===== src/rtl/ram_fifo_ctrl_if.sv =====
// Stream-side bundle of the RAM-backed FIFO: write stream, read stream and occupancy.
// The FIFO takes the slave view; whoever feeds and drains it takes the master view.
interface ram_fifo_ctrl_if #(
  parameter int DATA_WIDTH = 8,
  parameter int ADDR_WIDTH = 3
);
  logic                  s_valid;
  logic                  s_ready;
  logic [DATA_WIDTH-1:0] s_data;
  logic                  m_valid;
  logic                  m_ready;
  logic [DATA_WIDTH-1:0] m_data;
  logic [ADDR_WIDTH+1:0] count;

  modport master (
    output s_valid, s_data, m_ready,
    input  s_ready, m_valid, m_data, count
  );

  modport slave (
    input  s_valid, s_data, m_ready,
    output s_ready, m_valid, m_data, count
  );
endinterface


===== src/rtl/ram_fifo_ctrl.sv =====
// FIFO controller for an external dual-port RAM: writes on port A, reads on port B, and hides
// the registered read latency behind a 2-entry output buffer so both streams run at full rate.
module ram_fifo_ctrl #(
  parameter int DATA_WIDTH = 8,
  parameter int ADDR_WIDTH = 3
) (
  input  logic                  clk,
  input  logic                  rstn,
  input  logic                  flush_i,
  ram_fifo_ctrl_if.slave        bus,
  output logic                  ram_a_we_o,
  output logic [ADDR_WIDTH-1:0] ram_a_addr_o,
  output logic [DATA_WIDTH-1:0] ram_a_din_o,
  output logic                  ram_b_we_o,
  output logic [ADDR_WIDTH-1:0] ram_b_addr_o,
  output logic [DATA_WIDTH-1:0] ram_b_din_o,
  input  logic [DATA_WIDTH-1:0] ram_b_dout_i
);

  localparam int PW = ADDR_WIDTH + 1;
  localparam logic [PW-1:0] DEPTH_P = {1'b1, {ADDR_WIDTH{1'b0}}};

  logic [PW-1:0]         wrPtr_q, wrPtr_d, rdPtr_q, rdPtr_d;
  logic                  inflight_q, inflight_d;
  logic [DATA_WIDTH-1:0] ob0_q, ob0_d, ob1_q, ob1_d;
  logic [1:0]            obOcc_q, obOcc_d;

  logic [PW-1:0] ramOcc;
  logic [1:0]    obAfterPop;
  logic [2:0]    pending;
  logic          sReady, mValid, push, pop, issue;

  // A read is only issued if the buffer can still hold it once the in-flight word lands.
  always_comb begin
    ramOcc     = wrPtr_q - rdPtr_q;
    sReady     = (ramOcc != DEPTH_P) && !flush_i;
    mValid     = (obOcc_q != 2'd0);
    push       = bus.s_valid && sReady;
    pop        = mValid && bus.m_ready;
    obAfterPop = obOcc_q - {1'b0, pop};
    pending    = {1'b0, obAfterPop} + {2'b00, inflight_q};
    issue      = (ramOcc != '0) && (pending <= 3'd1) && !flush_i;
  end

  always_comb begin
    wrPtr_d    = wrPtr_q + PW'(push);
    rdPtr_d    = rdPtr_q + PW'(issue);
    inflight_d = issue;
    obOcc_d    = obAfterPop + {1'b0, inflight_q};
    ob0_d      = ob0_q;
    ob1_d      = ob1_q;
    if (!flush_i) begin
      if (pop && (obOcc_q == 2'd2)) ob0_d = ob1_q;
      // Landing RAM data goes behind whatever survives this cycle's pop.
      if (inflight_q) begin
        if (obAfterPop == 2'd0) ob0_d = ram_b_dout_i;
        else                    ob1_d = ram_b_dout_i;
      end
    end else begin
      wrPtr_d    = '0;
      rdPtr_d    = '0;
      inflight_d = 1'b0;
      obOcc_d    = 2'd0;
    end
  end

  always_ff @(posedge clk or negedge rstn) begin
    if (!rstn) begin
      wrPtr_q    <= '0;
      rdPtr_q    <= '0;
      inflight_q <= 1'b0;
      obOcc_q    <= 2'd0;
      ob0_q      <= '0;
      ob1_q      <= '0;
    end else begin
      wrPtr_q    <= wrPtr_d;
      rdPtr_q    <= rdPtr_d;
      inflight_q <= inflight_d;
      obOcc_q    <= obOcc_d;
      ob0_q      <= ob0_d;
      ob1_q      <= ob1_d;
    end
  end

  assign bus.s_ready  = sReady;
  assign bus.m_valid  = mValid;
  assign bus.m_data   = ob0_q;
  assign bus.count    = {1'b0, ramOcc}
                      + {{(ADDR_WIDTH+1){1'b0}}, inflight_q}
                      + {{ADDR_WIDTH{1'b0}}, obOcc_q};

  assign ram_a_we_o   = push;
  assign ram_a_addr_o = wrPtr_q[ADDR_WIDTH-1:0];
  assign ram_a_din_o  = bus.s_data;
  assign ram_b_we_o   = 1'b0;
  assign ram_b_addr_o = rdPtr_q[ADDR_WIDTH-1:0];
  assign ram_b_din_o  = '0;

endmodule


===== src/flat_wrapper.sv =====
// flat-port wrapper written by rule: the top's interface ports become plain ports
module ram_fifo_ctrl_flat 
#(
  parameter int DATA_WIDTH = 8,
  parameter int ADDR_WIDTH = 3
)
  (clk, rstn, flush_i, ram_a_we_o, ram_a_addr_o, ram_a_din_o, ram_b_we_o, ram_b_addr_o, ram_b_din_o, ram_b_dout_i, bus_s_valid, bus_s_data, bus_m_ready, bus_s_ready, bus_m_valid, bus_m_data, bus_count);
  ram_fifo_ctrl_if #(.DATA_WIDTH(DATA_WIDTH), .ADDR_WIDTH(ADDR_WIDTH)) bus_i ();
  input  logic clk;
  input  logic rstn;
  input  logic flush_i;
  output logic ram_a_we_o;
  output logic [ADDR_WIDTH-1:0] ram_a_addr_o;
  output logic [DATA_WIDTH-1:0] ram_a_din_o;
  output logic ram_b_we_o;
  output logic [ADDR_WIDTH-1:0] ram_b_addr_o;
  output logic [DATA_WIDTH-1:0] ram_b_din_o;
  input  logic [DATA_WIDTH-1:0] ram_b_dout_i;
  input wire logic [$bits(bus_i.s_valid)-1:0] bus_s_valid;
  input wire logic [$bits(bus_i.s_data)-1:0] bus_s_data;
  input wire logic [$bits(bus_i.m_ready)-1:0] bus_m_ready;
  output wire logic [$bits(bus_i.s_ready)-1:0] bus_s_ready;
  output wire logic [$bits(bus_i.m_valid)-1:0] bus_m_valid;
  output wire logic [$bits(bus_i.m_data)-1:0] bus_m_data;
  output wire logic [$bits(bus_i.count)-1:0] bus_count;
  assign bus_i.s_valid = bus_s_valid;
  assign bus_i.s_data = bus_s_data;
  assign bus_i.m_ready = bus_m_ready;
  assign bus_s_ready = bus_i.s_ready;
  assign bus_m_valid = bus_i.m_valid;
  assign bus_m_data = bus_i.m_data;
  assign bus_count = bus_i.count;
  ram_fifo_ctrl #(.DATA_WIDTH(DATA_WIDTH), .ADDR_WIDTH(ADDR_WIDTH)) u_core (.clk(clk), .rstn(rstn), .flush_i(flush_i), .bus(bus_i), .ram_a_we_o(ram_a_we_o), .ram_a_addr_o(ram_a_addr_o), .ram_a_din_o(ram_a_din_o), .ram_b_we_o(ram_b_we_o), .ram_b_addr_o(ram_b_addr_o), .ram_b_din_o(ram_b_din_o), .ram_b_dout_i(ram_b_dout_i));
endmodule

===== config.mk =====
export PLATFORM = sky130hd
export DESIGN_NAME = ram_fifo_ctrl_flat
export DESIGN_NICKNAME = d
export VERILOG_FILES = /design/src/rtl/ram_fifo_ctrl_if.sv /design/src/rtl/ram_fifo_ctrl.sv /design/src/flat_wrapper.sv
export SDC_FILE = /design/constraint.sdc
export NUM_CORES = 1
export LEC_CHECK = 0
export BUFFER_PORTS_ARGS = -buffer_cell sky130_fd_sc_hd__clkbuf_2
export CORE_MARGIN = 10
export CORE_UTILIZATION = 44
export CTS_BUF_LIST = sky130_fd_sc_hd__clkbuf_4 sky130_fd_sc_hd__clkbuf_8 sky130_fd_sc_hd__clkbuf_16
export DETAILED_ROUTE_END_ITERATION = 8
export GPL_TIMING_DRIVEN = 0
export PLACE_DENSITY_LB_ADDON = 0.12
export SLEW_MARGIN = 20
export SYNTH_ARGS = -nofsm -noshare
export SYNTH_HDL_FRONTEND = slang
export SYNTH_SLANG_ARGS = --single-unit

===== constraint.sdc =====
create_clock -name clk -period 2.8 [get_ports clk]
set_clock_uncertainty 0.1 [all_clocks]
set_input_delay 0.42 -clock clk [delete_from_list [all_inputs] [get_ports clk]]
set_output_delay 0.42 -clock clk [all_outputs]
set_load 0.01 [all_outputs]

After elaboration in Yosys (flattened, before gate mapping)
Cells that the tools add are included.

cells by class
  bitwise operators = 2
  order comparisons = 1
  muxes and demuxes = 7
  reductions and logical operators = 11
  add/sub/neg operators = 8
  eq/ne operators = 2

operators with widths
  cell                                                  count
  2-to-1 mux 8 bit                                      3
  adder 4 x 1 -> 4 bit                                  2
  2-to-1 mux 4 bit                                      2
  logical AND 1 bit                                     6
  adder 4 x 1 -> 5 bit                                  1
  adder 5 x 2 -> 5 bit                                  1
  inequality test 4 bit (second input constant)         1
  nonzero test 4 bit                                    1
  subtractor 4 bit                                      1
  adder 2 x 1 -> 3 bit                                  1
  <= comparator 3 x 1 -> 1 bit (second input constant)  1
  AND reduction 3 bit                                   1
  adder 2 x 1 -> 2 bit                                  1
  equality test 2 bit (second input constant)           1
  zero test 2 bit                                       1
  2-to-1 mux 2 bit                                      1
  NOT 1 bit                                             2
  nonzero test 2 bit                                    1
  subtractor 2 x 1 -> 2 bit                             1
  zero test 1 bit                                       1
  2-to-1 mux 1 bit                                      1

word-level totals
  bits of input ports = 21
  bits in registers = 27
  output and inout port bits = 39

Depth between registers and ports, before layout
  word-level depth = 9
  depth in mapped cells = 14
  mapped depth without buffers = 14

Worst setup path after synthesis
No wires, ideal clock.

  kind = flip-flop to flip-flop
  from = register u_core.obOcc_q[1]
  to = register u_core.rdPtr_q[1]
  clock period less this slack = 3162 ps
  setup time = 132 ps
  path slack = -362 ps
  data arrival time = 2929 ps
  stages on the path, launching flop included = 14
  path through = dfrtp_1 or2_2 and2_1 ha_1 inv_1 ha_1 inv_1 ha_1 o21a_1 nor3_1 o41a_1 ha_1 ha_1 nor2b_1

between the ends
  cells in the longest elaborated chain, start to end = 9

ends and longest elaborated chain
  what                            RTL line             source
  start: declaration              ram_fifo_ctrl.sv:26  logic [1:0] obOcc_q, obOcc_d;
  start signal: assignment        ram_fifo_ctrl.sv:79  obOcc_q <= obOcc_d;
  nonzero test 2 bit              ram_fifo_ctrl.sv:37  mValid = (obOcc_q != 2'd0);
  via bus_m_valid                 flat_wrapper.sv:23   output wire logic [$bits(bus_i.m_valid)-1:0] bus_m_valid;
  logical AND 1 bit               ram_fifo_ctrl.sv:39  pop = mValid && bus.m_ready;
  subtractor 2 x 1 -> 2 bit       ram_fifo_ctrl.sv:40  obAfterPop = obOcc_q - {1'b0, pop};
  adder 2 x 1 -> 3 bit            ram_fifo_ctrl.sv:41  pending = {1'b0, obAfterPop} + {2'b00, inflight_q};
  <= comparator 3 x 1 -> 1 bit    ram_fifo_ctrl.sv:42  issue = (ramOcc != '0) && (pending <= 3'd1) && !flush_i;
  logical AND 1 bit (2 in a row)  ram_fifo_ctrl.sv:42
  adder 4 x 1 -> 4 bit            ram_fifo_ctrl.sv:47  rdPtr_d = rdPtr_q + PW'(issue);
  2-to-1 mux 4 bit                ram_fifo_ctrl.sv:52  if (!flush_i) begin
  via u_core.rdPtr_d[1]           ram_fifo_ctrl.sv:23  logic [PW-1:0] wrPtr_q, wrPtr_d, rdPtr_q, rdPtr_d;
  end signal: assignment          ram_fifo_ctrl.sv:77  rdPtr_q <= rdPtr_d;
  end: declaration                ram_fifo_ctrl.sv:23

The timed path passes the listed nets, and every way through them passes these cells.
A chain may end at the register's enable or synchronous reset.

Worst setup path in the final report
  from = register u_core.wrPtr_q[0]
  to = output port bus_count[3]

between the ends
  cells in the longest elaborated chain, start to end = 3

ends and longest elaborated chain
  what                      RTL line             source
  start: declaration        ram_fifo_ctrl.sv:23
  start signal: assignment  ram_fifo_ctrl.sv:76  wrPtr_q <= wrPtr_d;
  subtractor 4 bit          ram_fifo_ctrl.sv:35  ramOcc = wrPtr_q - rdPtr_q;
  adder 4 x 1 -> 5 bit      ram_fifo_ctrl.sv:89  + {{(ADDR_WIDTH+1){1'b0}}, inflight_q}
  adder 5 x 2 -> 5 bit      ram_fifo_ctrl.sv:90  + {{ADDR_WIDTH{1'b0}}, obOcc_q};
  end: declaration          flat_wrapper.sv:25   output wire logic [$bits(bus_i.count)-1:0] bus_count;

Every way passes these cells.

==> flow_summary.toml <==
[die]
start_util_pct = 45.28
die_y_um = 81.38
rows = 22
die-area_sq_um = 6623
die_w_um = 81.38
top_level_ports = 60
coreArea_sq_um = 3661

[global_routing]
antenna_found_initial = 0
grt_max_degree = 28
grt_pass1_wl_um = 5975
gr-total-overflow = 0
grt_usage_pct = 11.12
grt_pass1_vias = 1345

[power_and_ir_drop]
irDropWorstVdd_mv = 0.5334
power.leakage_uw = 0.001135
power.density_nw_per_um2 = 933.1

[synthesis]
synth_cell_type_count = 32
synth_top_cell_by_area = "dfrtp_1"
synth_edf_count = 0
ys_ff_latch = 27
synth_commonest_cells = "dfrtp_1 (27), buf_4 (23), nand2_1 (16), ha_1 (12), inv_1 (12)"
netlist.area_leader.share_pct = 40.75
synthFlopType = "dfrtp_1"
ys_seq_area_share_pct = 40.75
async_flop_share_pct = 100.0
syn_avg_cell_area_sq_um = 10.70
netlist_area_sq_um = 1658
ys_warn_count = 0
ys_top_cells_by_area = "dfrtp_1 (41%), buf_4 (10%), ha_1 (9.1%), mux2_2 (4.8%), fa_1 (3.6%)"
yosysMostFrequentCell = "dfrtp_1"
syn_inst = 155

[drt]
routedLengthMet1_um = 1455
vias_per_cell = 4.787
drtIter0Drc = 34
drcViolationCount = 0
ant_nets = 0
dr.pass1.iters = 4
wl_met3_um = 433
routed.top_layer = "met4"
vias = 1278
wl_per_cell_um = 14.47
drt-total-wl_um = 3864
wl_met2_um = 1910

[placed_design]
hpwl_um = 2943
io_buffers = 41
gp_congestion = 0.7525

[sta]
max-slew-margin-rel_pct = 49.45
final.min_clock_period_ns = 2.775
rsz0062_at_grt = "yes"
whs_ns = 0.07295
final_max_slew_viol_count = 0
worst_slew_pin_slew_ns = 0.7547
fin_crit_sh_pct = 99.12
max_freq_mhz = 360.3
hold_viol_final = 0
final-setup-viol-count = 0

[min_path]
hold_class = "primary input to asynchronous set/reset pin"

[critical_path]
worstSetupStartpoint = "u_core.wrPtr_q[0]$_DFF_PN0_"
setup.worst_path.class = "flip-flop to output pin"
start_kind = "flip-flop"
cp_max_fo = 3
r2r-start = "u_core.obOcc_q[0]$_DFF_PN0_"
crit_path_end_kind = "output pin"
cp_data_arrival_time_ns = 2.26
reg2reg_depth = 12
cp.required_ns = 2.28

[clock_tree]
cts-root-buf = "clkbuf_8"
cts_tree = "built"
max-clock-path-buffers = 2
insertion_delay_ns = 0.27
cts.reportedPaths.clkPinSlew_ns = 0.09
cts_buffers = 3
ctsHtreeMaxLevel = 1
cts.sinks = 27

[final_layout]
nets = 256
drive_gt1_share_pct = 51.14
finish.utilization_pct = 60.53
n_antenna_cell = 0
area_delta_synth_final_pct = 33.66

[job]
max-cap-violations = 0

[outcome]
status = "complete, no violations"
-- state kept, by name, indices dropped and copies added (netlist names) --
register,flops
u_core.bus.m_data,8
u_core.rdPtr_q,4
u_core.wrPtr_q,4
u_core.obOcc_q,2
u_core.inflight_q,1
u_core.ob1_q,8
-- cell type report --
type / instances / area (sq um)
inverter: 12 / 47.55
buffer: 25 / 181.4
tap: 48 / 60.06
sequential: 27 / 678.2
timing repair buffer: 52 / 287.8
clock buffer: 3 / 41.29
fill: 327 / 1445
multi-input combinational: 99 / 912.1
clock inverter: 1 / 7.507
-- critical path, stage by stage (launching register included) --
cell	delay, ns
dfrtp_1	0.39
inv_1	0.06
ha_1	0.16
inv_2	0.05
fa_2	0.58
ha_4	0.21
nor2b_1	0.12
o21ai_1	0.15
xnor2_1	0.13
buf_2	0.15
-- per-stage QoR --
step	setup slack (ns)	TNS (ns)	cells	instance area (sq um)	total power, uW
after global placement	-0.09672	-0.2135	252	1994	1577
final	0.02461	0	267	2216	2068
after global routing	-0.1028	-0.3569	267	2216	2238
after detailed placement	-0.1237	-0.2825	252	1994	1626
after floorplan	0.02274	0	163	1729	1331
after CTS	-0.04506	-0.1121	261	2135	1980
-- what timing repair did --
action	in CTS	in global routing
setup buffers	5	6
endpoints found under the hold margin	0	0
gates resized for setup	10	8
endpoints found under the setup margin	6	8
hold buffers	0	0
pin swaps	8	9
-- cells in the final DEF (no fill, tap or decap), types with 2 or more instances in the layout --
master,n
clkbuf_2,40
xnor2_2,2
xor2_1,3
buf_4,34
nand2_1,16
dfrtp_1,25
nor2_1,5
clkbuf_8,3
inv_1,8
conb_1,9
dfrtp_2,2
o41a_1,3
buf_2,2
ha_1,5
nor2b_1,6
xnor2_1,3
mux2_2,7
a31oi_1,2
inv_2,3
ha_2,2
a21oi_1,2
ha_4,5
fa_1,2
a22oi_1,8
-- power breakdown --
part,total [uW],internal (uW),switching [uW]
Sequential,615,531,84.1
Clock,227,101,126
Combinational,1230,622,604
-- layer usage --
metal / vias to the layer above / GRT usage [%]
li1: 614 / -
met3: 6 / 4.305
met2: 48 / 20.54
met4: 0 / 2.941
met1: 610 / 11.39
met5: - / 0
-- cells by family (layout without fill, tap and decap cells) --
| group | after synthesis | after routing | share of synthesized area (%) |
|---|---|---|---|
| compound gates | 19 | 19 | 9.434 |
| xor+xnor | 10 | 10 | 5.736 |
| fa+ha+maj | 15 | 15 | 12.68 |
| buf+inv | 37 | 93 | 13.66 |
| flops | 27 | 27 | 40.75 |
| mux | 8 | 8 | 5.434 |
| other cells | 1 | 9 | 0.2262 |
| simple gates | 38 | 38 | 12.08 |
-- final timing paths --
| path | endpoint | slack, ns |
|---|---|---|
| worst min-delay path | u_core.wrPtr_q[1]$_DFF_PN0_ | 0.07 |
| max in group asynchronous | u_core.rdPtr_q[2]$_DFF_PN0_ | 2.05 |
| worst max-delay path | bus_count[3] | 0.02 |
| min in group clk | u_core.bus.m_data[5]$_DFFE_PN0N_ | 0.28 |
| worst min register to register | u_core.bus.m_data[7]$_DFFE_PN0N_ | 0.38 |
| worst max register to register | u_core.rdPtr_q[1]$_DFF_PN0_ | 0.03 |
Power figures use the tool's default switching activity.
